[config.mk]
export PLATFORM = sky130hd
export DESIGN_NAME = tdp_ram_port_arbiter
export DESIGN_NICKNAME = d
export VERILOG_FILES = /design/src/rtl/tdp_ram_port_arbiter.sv
export SDC_FILE = /design/constraint.sdc
export NUM_CORES = 1
export LEC_CHECK = 0
export BUFFER_PORTS_ARGS = -buffer_cell sky130_fd_sc_hd__buf_2
export CELL_PAD_IN_SITES_DETAIL_PLACEMENT = 0
export CELL_PAD_IN_SITES_GLOBAL_PLACEMENT = 1
export CORE_AREA = 2 2 98 100
export CTS_BUF_LIST = sky130_fd_sc_hd__clkbuf_8
export DETAILED_ROUTE_END_ITERATION = 8
export DIE_AREA = 0 0 100 102
export GPL_TIMING_DRIVEN = 0
export PLACE_DENSITY_LB_ADDON = 0.1
export SKIP_LAST_GASP = 1
export SLEW_MARGIN = 30
export SYNTH_ARGS = -nofsm -noshare
export SYNTH_HDL_FRONTEND = slang
export SYNTH_SLANG_ARGS = --single-unit
[constraint.sdc]
create_clock -name clk_i -period 3.5 [get_ports clk_i]
set_input_delay 0.525 -clock clk_i [delete_from_list [all_inputs] [get_ports clk_i]]
set_output_delay 0.525 -clock clk_i [all_outputs]
set_load 0.02 [all_outputs]
[src/rtl/tdp_ram_port_arbiter.sv]
// tdp_ram_port_arbiter
// Shares one port of a byte-write true-dual-port RAM between an instruction-fetch
// requester (read-only) and a data-memory requester (read / byte-write). The two
// requesters are arbitrated round-robin. At most one access is outstanding at a time.
//
// state      | meaning
// -----------+------------------------------------------------------------
// pend_q     | a response is outstanding and is being presented to owner_q
// owner_q    | requester that owns the outstanding response (REQ_IF/REQ_DM)
// pend_wr_q  | the outstanding access was a write (response data forced to 0)
// last_q     | last granted requester; the other one wins a tie

module tdp_ram_port_arbiter #(
    parameter int NumCol    = 4,
    parameter int ColWidth  = 8,
    parameter int AddrWidth = 10,
    parameter int XLen      = 32,
    localparam int DataWidth = NumCol * ColWidth
) (
    input  logic                 clk_i,
    input  logic                 rst_i,

    input  logic                 if_req_valid_i,
    output logic                 if_req_ready_o,
    input  logic [XLen-1:0]      if_req_addr_i,
    output logic                 if_rsp_valid_o,
    input  logic                 if_rsp_ready_i,
    output logic [DataWidth-1:0] if_rsp_rdata_o,

    input  logic                 dm_req_valid_i,
    output logic                 dm_req_ready_o,
    input  logic [XLen-1:0]      dm_req_addr_i,
    input  logic [NumCol-1:0]    dm_req_we_i,
    input  logic [DataWidth-1:0] dm_req_wdata_i,
    output logic                 dm_rsp_valid_o,
    input  logic                 dm_rsp_ready_i,
    output logic [DataWidth-1:0] dm_rsp_rdata_o,

    output logic                 ram_ena_o,
    output logic [NumCol-1:0]    ram_we_o,
    output logic [AddrWidth-1:0] ram_addr_o,
    output logic [DataWidth-1:0] ram_din_o,
    input  logic [DataWidth-1:0] ram_dout_i
);

    localparam int OffW = $clog2(NumCol);

    typedef enum logic {
        REQ_IF = 1'b0,
        REQ_DM = 1'b1
    } req_e;

    logic pend_q, pend_d;
    req_e owner_q, owner_d;
    logic pend_wr_q, pend_wr_d;
    req_e last_q, last_d;

    logic [AddrWidth-1:0] if_word;
    logic [AddrWidth-1:0] dm_word;
    logic                 owner_rsp_ready;
    logic                 can_issue;
    logic                 grant_if;
    logic                 grant_dm;
    logic [DataWidth-1:0] rsp_rdata;

    // Byte offset and bits above the RAM depth play no part in addressing.
    logic unused_addr_bits;
    assign unused_addr_bits = ^{if_req_addr_i[XLen-1:OffW+AddrWidth], if_req_addr_i[OffW-1:0],
                                dm_req_addr_i[XLen-1:OffW+AddrWidth], dm_req_addr_i[OffW-1:0]};

    assign if_word = if_req_addr_i[OffW+AddrWidth-1:OffW];
    assign dm_word = dm_req_addr_i[OffW+AddrWidth-1:OffW];

    // State register; reset leaves IF as the winner of the first tie.
    always_ff @(posedge clk_i or posedge rst_i) begin
        if (rst_i) begin
            pend_q    <= 1'b0;
            owner_q   <= REQ_IF;
            pend_wr_q <= 1'b0;
            last_q    <= REQ_DM;
        end else begin
            pend_q    <= pend_d;
            owner_q   <= owner_d;
            pend_wr_q <= pend_wr_d;
            last_q    <= last_d;
        end
    end

    // Grant decision, RAM port drive, response routing and next-state.
    // Reset gates the grant so every output is 0 while rst_i is high.
    always_comb begin
        pend_d     = pend_q;
        owner_d    = owner_q;
        pend_wr_d  = pend_wr_q;
        last_d     = last_q;

        owner_rsp_ready = (owner_q == REQ_DM) ? dm_rsp_ready_i : if_rsp_ready_i;
        can_issue       = !rst_i && (!pend_q || owner_rsp_ready);

        grant_if = can_issue && if_req_valid_i && (!dm_req_valid_i || (last_q == REQ_DM));
        grant_dm = can_issue && dm_req_valid_i && (!if_req_valid_i || (last_q == REQ_IF));

        if_req_ready_o = grant_if;
        dm_req_ready_o = grant_dm;

        ram_ena_o  = grant_if || grant_dm;
        ram_we_o   = '0;
        ram_addr_o = '0;
        ram_din_o  = '0;
        if (grant_dm) begin
            ram_we_o   = dm_req_we_i;
            ram_addr_o = dm_word;
            ram_din_o  = dm_req_wdata_i;
        end else if (grant_if) begin
            ram_addr_o = if_word;
            ram_din_o  = dm_req_wdata_i;
        end

        // The RAM holds doutX while idle, so a stalled response stays stable.
        rsp_rdata = pend_wr_q ? '0 : ram_dout_i;

        if_rsp_valid_o = pend_q && (owner_q == REQ_IF);
        dm_rsp_valid_o = pend_q && (owner_q == REQ_DM);
        if_rsp_rdata_o = if_rsp_valid_o ? rsp_rdata : '0;
        dm_rsp_rdata_o = dm_rsp_valid_o ? rsp_rdata : '0;

        if (grant_if || grant_dm) begin
            pend_d    = 1'b1;
            owner_d   = grant_dm ? REQ_DM : REQ_IF;
            pend_wr_d = |ram_we_o;
            last_d    = grant_dm ? REQ_DM : REQ_IF;
        end else if (pend_q && owner_rsp_ready) begin
            pend_d = 1'b0;
        end
    end

endmodule

* Word level (Yosys, flattened, before mapping) *
Cells that the tools add are included.

storage, ports and cells
  register bits = 4
  input bits = 138
  output and inout port bits = 115

cells by class
  mux-type cells = 12
  bitwise operators = 2
  reductions and logical operators = 18

operator list
  operator            number
  32-bit two-way mux  5
  10-bit two-way mux  2
  1-bit logical AND   8
  1-bit logical NOT   4
  1-bit logical OR    4
  1-bit two-way mux   4
  4-bit two-way mux   1
  4-bit OR reduction  1
  1-bit NOT           2
  2-bit nonzero test  1

* Depth between registers and ports, before layout *
Gate-level depths: netlist of run 1.

  word-level depth = 7
  gate-level depth with buffers = 5
  mapped depth without buffers = 4

* Least setup slack after synthesis of run 1 *
No wires, ideal clock.

  path kind = input port to output port
  from = input rst_i
  to = output ram_addr_o[0]
  arrival time = 1.348 ns
  required time = 2.975 ns
  setup slack = 1.627 ns
  cell stages on the path = 4
  path buffers = 1
  cell sequence = o21bai_1 > a21o_1 > buf_2 > a21oi_1

between the ends
  longest elaborated chain between the ends = 6

ends and longest elaborated chain
  what                            line  text
  start, declared                 21    input logic rst_i,
  1-bit logical NOT (*)           98    can_issue = !rst_i && (!pend_q || owner_rsp_ready);
  1-bit logical AND (*)           98
  1-bit logical AND (2 in a row)  100   grant_if = can_issue && if_req_valid_i && (!dm_req_valid_i || (last_q == REQ_DM));
  10-bit two-way mux              114   end else if (grant_if) begin
  10-bit two-way mux (*)          110   if (grant_dm) begin
  end, declared                   41    output logic [AddrWidth-1:0] ram_addr_o,

Mark *: on every way between the ends. The rest lies on a longest branch, timed or not.

* Worst setup path in the final report of run 1 *
  from = register owner_q
  to = output ram_din_o[5]

between the ends
  longest elaborated chain between the ends = 7

ends and longest elaborated chain
  what                            line  text
  start, declared                 54    req_e owner_q, owner_d;
  start signal, assigned          83    owner_q <= owner_d;
  1-bit two-way mux (*)           97    owner_rsp_ready = (owner_q == REQ_DM) ? dm_rsp_ready_i : if_rsp_ready_i;
  1-bit logical OR (*)            98
  1-bit logical AND (*)           98
  1-bit logical AND (2 in a row)  100
  32-bit two-way mux              114
  32-bit two-way mux (*)          110
  end, declared                   42    output logic [DataWidth-1:0] ram_din_o,

Marks and branches as above.

==> metrics.md, run 1 <==
| Metric | Value |
|---|---|
| First drt pass iteration count | `4` |
| Root Driver | `clkbuf_8` |
| Antenna diodes | `0` |
| Postcts setup bufs | `0` |
| CTS Sinks | `4` |
| Final cell count without fillers | `533` |
| Post-synthesis register bit count | `4` |
| Xor and xnor area share after synthesis | `0%` |
| Leakage | `1.52 nW` |
| Number of port buffers | `208` |
| Post-CTS sizing | `0` |
| Post-synthesis cell count | `210` |
| Dpl ws | `1.39 ns` |
| Fin nets | `561` |
| Final Worst Setup Slack | `1.36 ns` |
| Layout cell share with drive strength beyond 1 | `52.8%` |
| Routed WL per cell | `11.3 microns` |
| Worst EP arrival | `1.61 ns` |
| Met2 Use GR | `18.3%` |
| Syn-to-layout area delta | `106%` |
| Final Cycle Share | `61.0%` |
| Most common cell after layout, fill and taps aside | `buf_2` |
| Clk_skew | `0.00392 ns` |
| Fillers | `1062` |
| Setup repair after global routing missed its margin | `no` |
| Max VDD drop | `87.1 uV` |
| R2r worst-path depth | `3` |
| FF-to-FF setup slack | `2.22 ns` |
| Hold slack | `0.231 ns` |
| Met1 Track Usage GR | `12.5%` |
| # hold bufs at CTS | `0` |
| Number of distinct library cells after synthesis | `25` |
| R2r startpoint | `last_q$_DFFE_PP1P_` |
| Routability Congestion | `0.716` |
| Synth Area in Compound Gates | `12.6%` |
| Mapped Area | `0.00115 sq mm` |
| DIE HEIGHT | `102 microns` |
| DRT Wirelength | `6.04 mm` |
| Synth Area per Inst | `5.49 sq um` |
| Critical Path Start Type | `flop` |
| DP Area | `0.00233 sq mm` |
| Initial antenna violation count | `0` |
| Post-synth EDFFs | `0` |
| Max_cap viols | `0` |
| Most frequent cells in the layout | `buf_2, nor2_1, nand2b_1` |
| DR vias/cell | `3.78` |
| Detail Route Antenna Nets | `0` |
| Largest net degree at the start of global routing | `11` |
| # H-tree levels | `1` |
| Grt met3 use | `1.37%` |
| Post-route DRC violation count | `0` |
| Vias in the first global route | `1674` |
| Synth Warn # | `0` |
| Sequential fraction of the synthesis area | `8.79%` |
| Die area | `0.0102 sq mm` |
| Iter 0 DRT Violations | `39` |
| Core area | `0.00911 sq mm` |
| Highest Clock Rate | `468 MHz` |
| Boundary pin count | `253` |
| Simple-Gate Fraction of Synth Area | `67.3%` |
| Adder-cell area share of the yosys netlist | `0%` |
| Starting density of the core | `12.7%` |
| Num rows | `35` |
| CP Capture Type | `primary output` |
| Reg2reg end | `pend_wr_q$_DFFE_PP0P_` |
| Top FF cell, synth | `dfrtp_1` |
| Rel. slew slack | `68.8%` |
| CTS clock-pin slew for the worst setup and hold paths | `0.03 ns` |
| TNS Setup | `0 ns` |
| Design Area, Final | `0.00238 sq mm` |
| Global route hottest layer | `met2` |
| Power density over the cells | `350 mW/mm^2` |
| Worst skew pair latency | `0.22 ns` |
| Outcome | `finished, final reports clean` |
| Cts bufs inserted | `3` |
| Grt ovf | `0` |
| Min cycle time layout | `2.14 ns` |
| CTS tree | `built` |
| Via count | `2014` |
| Overall fraction of global-route tracks in use | `10.1%` |
| Max Fanout on Critical Path | `10` |
| Crit path required time | `2.97 ns` |
| Syn_nets | `348` |
| Worst slew pin tran | `0.467 ns` |
| Critical Path Start | `owner_q$_DFFE_PP0P_` |
| WS Path Type | `reg2out` |
| Largest family of logic cells by synthesized area | `simple AND/OR/NAND/NOR gates` |
| HP Class | `in2async` |
| Slew Limit Fails | `0` |
| Final setup vio count | `0` |
| Die X | `100 microns` |
| DPL Wire Length | `5.19 mm` |
| Global-route wire length before repair | `8.41 mm` |
| Asr flop ratio synth | `100%` |
| Fin. Hold Viols | `0` |
| Post-Place Cells | `529` |
| Worst-case clock buffer depth | `2` |
| Mux contribution to synthesized area | `1.85%` |
## final cells by class
type / count / area (sq um) / share of cell area, %
Multi-Input combinational cell: 184 / 942 / 39.6
Clock inverter: 1 / 3.75 / 0.158
Inverter: 7 / 26.3 / 1.11
Timing Repair Buffer: 208 / 1040 / 43.8
Tap cell: 111 / 139 / 5.84
Buffer: 15 / 82.6 / 3.47
Sequential cell: 4 / 101 / 4.26
Clock buffer: 3 / 41.3 / 1.74
## synth_stat cells (2+ instances only)
library cell / instances / area share (%)
a21oi_1: 11 / 4.8
and2_1: 32 / 17
and3_1: 5 / 2.7
buf_2: 3 / 1.3
buf_6: 3 / 2.9
clkbuf_1: 9 / 2.9
dfrtp_1: 3 / 6.5
inv_1: 6 / 2.0
nand2_1: 22 / 7.2
nand2b_1: 33 / 18
nor2_1: 68 / 22
o22ai_1: 2 / 1.1
## registers in the layout, summed over array words and instances (netlist names)
| name | cells |
|---|---|
| pend_wr_q | 1 |
| owner_q | 1 |
| pend_q | 1 |
| last_q | 1 |
## how the worst max path moves through the flow
stage	endpoint	slack (ns)	depth (start not counted)
4_1_cts	ram_din_o[6]	1.31	6
3_5_place_dp	ram_din_o[6]	1.39	7
2_1_floorplan	ram_addr_o[0]	1.63	4
3_3_place_gp	ram_din_o[5]	1.39	7
5_1_grt	ram_din_o[5]	1.22	6
6_report	ram_din_o[5]	1.36	6
## metal layers
layer  part of all wire (%)  wire length, microns
met3                    8.5                   511
met5                      0                     0
met2                     49                  2970
met4                   0.76                    46
met1                     42                  2520
## worst max-delay path, cell delays in order (launching register included)
cell	delay, ns
dfrtp_1	0.39
mux2i_1	0.27
a21o_1	0.19
inv_2	0.09
buf_6	0.14
and2_1	0.15
buf_2	0.15
## stage by stage
stage | power, mW | utilization, %
2_1_floorplan | 0.506 | -
3_3_place_gp | 0.748 | 25.6
3_5_place_dp | 0.744 | 25.6
4_1_cts | 0.849 | 26.1
5_1_grt | 0.907 | 26.1
6_report | 0.831 | 26.1
## where the power goes
part | switching (mW) | internal (mW) | total (mW) | leakage [nW]
registers | 0.0189 | 0.0644 | 0.0832 | 0.0443
clock network | 0.0240 | 0.0748 | 0.0988 | 0.0269
logic | 0.407 | 0.242 | 0.649 | 1.45
## logic make-up after synthesis
family | after synthesis
DFF | 4
AOI/OAI and AO/OA | 22
buffers and inverters | 22
muxes | 2
and+or+nand+nor | 160
Note: power is estimated with default switching activity, not from simulation.
==> run 2, diff against run 1 <==
--- a/config.mk
+++ b/config.mk
@@ -8,10 +8,9 @@
 export BUFFER_PORTS_ARGS = -buffer_cell sky130_fd_sc_hd__buf_2
 export CELL_PAD_IN_SITES_DETAIL_PLACEMENT = 0
 export CELL_PAD_IN_SITES_GLOBAL_PLACEMENT = 1
-export CORE_AREA = 2 2 98 100
+export CORE_UTILIZATION = 11
 export CTS_BUF_LIST = sky130_fd_sc_hd__clkbuf_8
 export DETAILED_ROUTE_END_ITERATION = 8
-export DIE_AREA = 0 0 100 102
 export GPL_TIMING_DRIVEN = 0
 export PLACE_DENSITY_LB_ADDON = 0.1
 export SKIP_LAST_GASP = 1
==> constraint.sdc (replaced) <==
create_clock -name clk_i -period 1.9 [get_ports clk_i]
set_input_delay 0.285 -clock clk_i [delete_from_list [all_inputs] [get_ports clk_i]]
set_output_delay 0.285 -clock clk_i [all_outputs]
set_load 0.02 [all_outputs]
==> run 2 against run 1 <==
The run now ends with negative setup slack left; first-iteration DRC count grew 150%; sequential power grew 86%; hold slack gained 0.14 ns; critical path depth is the same; cell area grew 9.7%; clock power grew 86%; clock-buffer cell count is the same; global-route usage grew 0.46 points; critical path type unchanged.
==> metrics.md, run 2 (synthesized netlist as in run 1, its figures left out) <==
| Metric | Value |
|---|---|
| Outcome | `finished with violations` |
| Failing checks | `negative setup slack` |
| Dpl ws | `0.225 ns` |
| Final Worst Setup Slack | `-0.0225 ns` |
| Final setup vio count | `16` |
| WS Path Type | `reg2out` |
| # H-tree levels | `1` |
| DRT Wirelength | `6.27 mm` |
| Iter 0 DRT Violations | `97` |
| Largest net degree at the start of global routing | `11` |
| Most frequent cells in the layout | `buf_2, nor2_1, nand2b_1` |
| Die area | `0.0109 sq mm` |
| Cts bufs inserted | `3` |
| Leakage | `1.60 nW` |
| Worst-case clock buffer depth | `2` |
| Fin nets | `566` |
| Routed WL per cell | `11.2 microns` |
| Max Fanout on Critical Path | `8` |
| Worst slew pin tran | `0.341 ns` |
| Detail Route Antenna Nets | `0` |
| Crit path required time | `1.62 ns` |
| Core area | `0.00995 sq mm` |
| Max_cap viols | `0` |
| HP Class | `in2reg` |
| Initial antenna violation count | `0` |
| Largest stage delay, worst path | `0.41 ns` |
| DR vias/cell | `3.69` |
| WP buf/inv | `3` |
| Final cell count without fillers | `560` |
| CTS tree | `built` |
| Min cycle time layout | `1.92 ns` |
| Worst EP arrival | `1.64 ns` |
| Num rows | `36` |
| Boundary pin count | `253` |
| Critical Path, Cell by Cell | `mux2i_2, a21o_1, inv_4, buf_6, and2_1, buf_2` |
| Critical Path Start Type | `flop` |
| Post-route DRC violation count | `0` |
| CTS clock-pin slew for the worst setup and hold paths | `0.04 ns` |
| Final Cycle Share | `101%` |
| Layout cell share with drive strength beyond 1 | `58.5%` |
| Overall fraction of global-route tracks in use | `10.6%` |
| Worst skew pair latency | `0.22 ns` |
| Most common cell after layout, fill and taps aside | `buf_2` |
| Number of port buffers | `208` |
| Highest Clock Rate | `520 MHz` |
| Clk_skew | `0.00793 ns` |
| Post-Place Cells | `551` |
| TNS Setup | `-0.0954 ns` |
| Slew Limit Fails | `0` |
| Syn-to-layout area delta | `126%` |
| DPL Wire Length | `5.20 mm` |
| Global-route wire length before repair | `9.35 mm` |
| Hold slack | `0.369 ns` |
| Util after Layout | `26.2%` |
| Total power | `1.63 mW` |
| Root Driver | `clkbuf_8` |
| First drt pass iteration count | `4` |
| Max VDD drop | `183 uV` |
| DIE HEIGHT | `104 microns` |
| Vias in the first global route | `1851` |
| Starting density of the core | `11.6%` |
| CP Capture Type | `primary output` |
| Setup repair after global routing missed its margin | `yes` |
| Die X | `104 microns` |
| Antenna diodes | `0` |
| Power density over the cells | `624 mW/mm^2` |
| Via count | `2065` |
| DP Area | `0.00236 sq mm` |
| Grt ovf | `0` |
| Routability Congestion | `0.723` |
| CP max-delay cell | `dfrtp_1` |
| Design Area, Final | `0.00261 sq mm` |
| Rel. slew slack | `77.3%` |
| Fin. Hold Viols | `0` |
| CTS Sinks | `4` |
| Top delay family on crit path | `flip-flops` |
## run 2: cell types whose count changed in the layout (fill, tap and decap cells not counted), moves of 15 or more
cell / delta
and2_4: +15
buf_2: -19
and2_1: -15
buf_6: +17
## run 2: final cells by class
cell class	count	area, sq um
plain buffers	14	85.1
repair buffers	214	1200
fillers	1145	7350
clock buffers	3	41.3
flip-flops and latches	4	101
well taps	133	166
inverters	7	28.8
clock inverters	1	3.75
multi-input cells	184	983
## run 2: timing repair
item,CTS,global route
gates cloned,0,2
resized for setup,0,67
endpoints found under the hold margin,3,0
buffers inserted,1,2
setup endpoints to repair,11,94
hold buffers,1,0
pin swaps,1,16
## run 2: worst paths after layout
check / start / end / slack (ns) / cells after the start
worst max register to register: owner_q$_DFFE_PP0P_ / pend_wr_q$_DFFE_PP0P_ / 0.50 / 5
min in group asynchronous: rst_i / pend_q$_DFFE_PP0P_ / 0.52 / 3
worst min-delay path: dm_req_valid_i / pend_q$_DFFE_PP0P_ / 0.37 / 3
worst max-delay path: owner_q$_DFFE_PP0P_ / ram_din_o[14] / -0.02 / 6
max in group asynchronous: rst_i / last_q$_DFFE_PP1P_ / 1.15 / 3
worst min register to register: last_q$_DFFE_PP1P_ / last_q$_DFFE_PP1P_ / 0.49 / 2
## run 2: worst register-to-register path, cell delays in order (launching register included)
cell     delay [ns]
dfrtp_1        0.41
mux2i_2        0.25
a21o_1         0.22
inv_4          0.09
buf_4          0.14
o32a_1         0.16
## run 2: where the power goes
| part | switching (mW) | internal [mW] | total (mW) |
|---|---|---|---|
| combinational | 0.763 | 0.525 | 1.29 |
| sequential | 0.0362 | 0.119 | 0.155 |
| clock | 0.0465 | 0.138 | 0.184 |
## run 2: layer usage
metal  vias to the layer above  global-route usage (%)  share of wire, %
met1                       886                    11.9                40
met4                         0                    2.04              0.70
li1                       1083                       -                 -
met5                         -                       0                 0
met2                        89                    20.1                53
met3                         7                    2.32               6.1
==> run 3, diff against run 2 <==
--- a/config.mk
+++ b/config.mk
@@ -14,7 +14,7 @@
 export GPL_TIMING_DRIVEN = 0
 export PLACE_DENSITY_LB_ADDON = 0.1
 export SKIP_LAST_GASP = 1
-export SLEW_MARGIN = 30
+export SLEW_MARGIN = 20
 export SYNTH_ARGS = -nofsm -noshare
 export SYNTH_HDL_FRONTEND = slang
 export SYNTH_SLANG_ARGS = --single-unit
==> constraint.sdc (replaced) <==
create_clock -name clk_i -period 1.9 [get_ports clk_i]
set_input_delay 0.38 -clock clk_i [delete_from_list [all_inputs] [get_ports clk_i]]
set_output_delay 0.38 -clock clk_i [all_outputs]
set_load 0.02 [all_outputs]
==> run 3 against run 2 <==
The flow still finishes with violations (negative setup slack); register-to-register slack is essentially flat; critical path depth is the same; sequential power about the same; critical endpoint unchanged; largest power group unchanged; highest routed layer unchanged.
==> metrics.md, run 3 (synthesized netlist as in run 1, its figures left out) <==
| Metric | Value |
|---|---|
| Min cycle time layout | `2.02 ns` |
| Routed WL per cell | `11.3 microns` |
| Core area | `0.00995 sq mm` |
| CTS tree | `built` |
| Sw Share | `52.0%` |
| Comb power frac | `79.7%` |
| DP Area | `0.00236 sq mm` |
| FF-to-FF setup slack | `0.51 ns` |
| Detail Route Antenna Nets | `0` |
| WS Path Type | `reg2out` |
| Syn-to-layout area delta | `134%` |
| Final setup vio count | `41` |
| Die X | `104 microns` |
| Die area | `0.0109 sq mm` |
| Worst skew pair latency | `0.22 ns` |
| Post-route DRC violation count | `0` |
| CTS Sinks | `4` |
| Global-route wire length before repair | `9.32 mm` |
| DIE HEIGHT | `104 microns` |
| Clock network fraction of design power | `11.0%` |
| Failing checks | `negative setup slack` |
| Boundary pin count | `253` |
| Layout cell share with drive strength beyond 1 | `59.4%` |
| Critical Path Start Type | `flop` |
| Post-Place Cells | `551` |
| P_int | `0.809 mW` |
| Cts bufs inserted | `3` |
| Vias in the first global route | `1844` |
| Fin nets | `565` |
| Final Cycle Share | `106%` |
| Initial antenna violation count | `0` |
| Top delay family on crit path | `flip-flops` |
| Worst-case clock buffer depth | `2` |
| HP Class | `in2async` |
| Critical Path, Cell by Cell | `mux2i_2, a21o_1, inv_4, buf_6, and2_1, buf_4` |
| # hold bufs at CTS | `0` |
| Worst EP arrival | `1.64 ns` |
| Root Driver | `clkbuf_8` |
| Worst slew pin tran | `0.343 ns` |
| Max Fanout on Critical Path | `7` |
| Sw Pwr | `0.874 mW` |
| CTS clock-pin slew for the worst setup and hold paths | `0.04 ns` |
| Crit path required time | `1.52 ns` |
| Sequential group share of total power | `9.4%` |
| Iter 0 DRT Violations | `88` |
| Num rows | `36` |
| Routability Congestion | `0.723` |
| Largest stage delay, worst path | `0.41 ns` |
| Overall fraction of global-route tracks in use | `10.5%` |
| Final cell count without fillers | `559` |
| Starting density of the core | `11.6%` |
| Max VDD drop | `189 uV` |
| Power density over the cells | `625 mW/mm^2` |
| DPL Wire Length | `5.20 mm` |
| Antenna diodes | `0` |
| Outcome | `finished with violations` |
| Grt ovf | `0` |
| DR vias/cell | `3.73` |
| Clk_skew | `0.00824 ns` |
| Most common cell after layout, fill and taps aside | `buf_2` |
| DRT Wirelength | `6.32 mm` |
| Slew Limit Fails | `0` |
| Setup repair after global routing missed its margin | `yes` |
| Largest net degree at the start of global routing | `14` |
| # H-tree levels | `1` |
| Rel. slew slack | `77.1%` |
| Final Worst Setup Slack | `-0.116 ns` |
| CP max-delay cell | `dfrtp_1` |
| Total power | `1.68 mW` |
| Design Area, Final | `0.00270 sq mm` |
| First drt pass iteration count | `4` |
| Via count | `2083` |
| Max_cap viols | `0` |
| CP Capture Type | `primary output` |
| Number of port buffers | `208` |
| Fin. Hold Viols | `0` |
| Highest Clock Rate | `496 MHz` |
| Leakage | `1.60 nW` |
| WP buf/inv | `3` |
| Most frequent cells in the layout | `buf_2, nor2_1, nand2b_1` |
==> run 3: repair_timing <==
| action | in CTS | in global routing |
|---|---|---|
| cloned | 0 | 1 |
| buffers inserted | 1 | 3 |
| pin swaps | 1 | 9 |
| endpoints found under the setup margin | 91 | 76 |
| resized for setup | 7 | 77 |
==> run 3: final timing paths <==
kind	to	cells after the start	start
max in group asynchronous	last_q$_DFFE_PP1P_	2	rst_i
worst max register to register	pend_wr_q$_DFFE_PP0P_	5	owner_q$_DFFE_PP0P_
worst max-delay path	ram_din_o[14]	6	owner_q$_DFFE_PP0P_
worst min-delay path	pend_q$_DFFE_PP0P_	2	rst_i
min in group clk_i	pend_q$_DFFE_PP0P_	3	dm_req_valid_i
worst min register to register	last_q$_DFFE_PP1P_	2	last_q$_DFFE_PP1P_
==> run 3: power by group through the flow <==
stage | Sequential, mW | Clock, mW | Combinational, mW
global route | 0.164 | 0.203 | 1.47
global placement | 0.155 | 0 | 1.22
CTS | 0.156 | 0.189 | 1.22
floorplan | 0.143 | 0 | 0.790
finish | 0.158 | 0.185 | 1.34
detailed placement | 0.156 | 0 | 1.21
==> run 3: metrics by stage <==
step | worst slack (ns) | utilization (%) | setup TNS (ns) | hold WS [ns]
2_1_floorplan | 0.234 | - | 0 | 0.169
3_5_place_dp | 0.0796 | 23.7 | 0 | 0.320
5_1_grt | -0.189 | 27.1 | -6.80 | 0.123
6_report | -0.116 | 27.1 | -3.18 | 0.104
4_1_cts | -0.102 | 24.3 | -2.50 | 0.0836
3_3_place_gp | 0.0638 | 23.7 | 0 | 0.322
==> run 3: final cells by class <==
cell class / instances / area, sq um
Timing Repair Buffer: 213 / 1210
Sequential cell: 4 / 101
Tap cell: 133 / 166
Inverter: 7 / 28.8
Fill cell: 1145 / 7260
Clock inverter: 1 / 3.75
Clock buffer: 3 / 41.3
Buffer: 14 / 105
Multi-Input combinational cell: 184 / 1040
==> run 3: metal layers <==
layer	global-route usage, %	share of wire (%)
met2	20.0	53
met4	2.04	1.3
met1	11.8	40
met5	0	0
met3	2.32	6.0
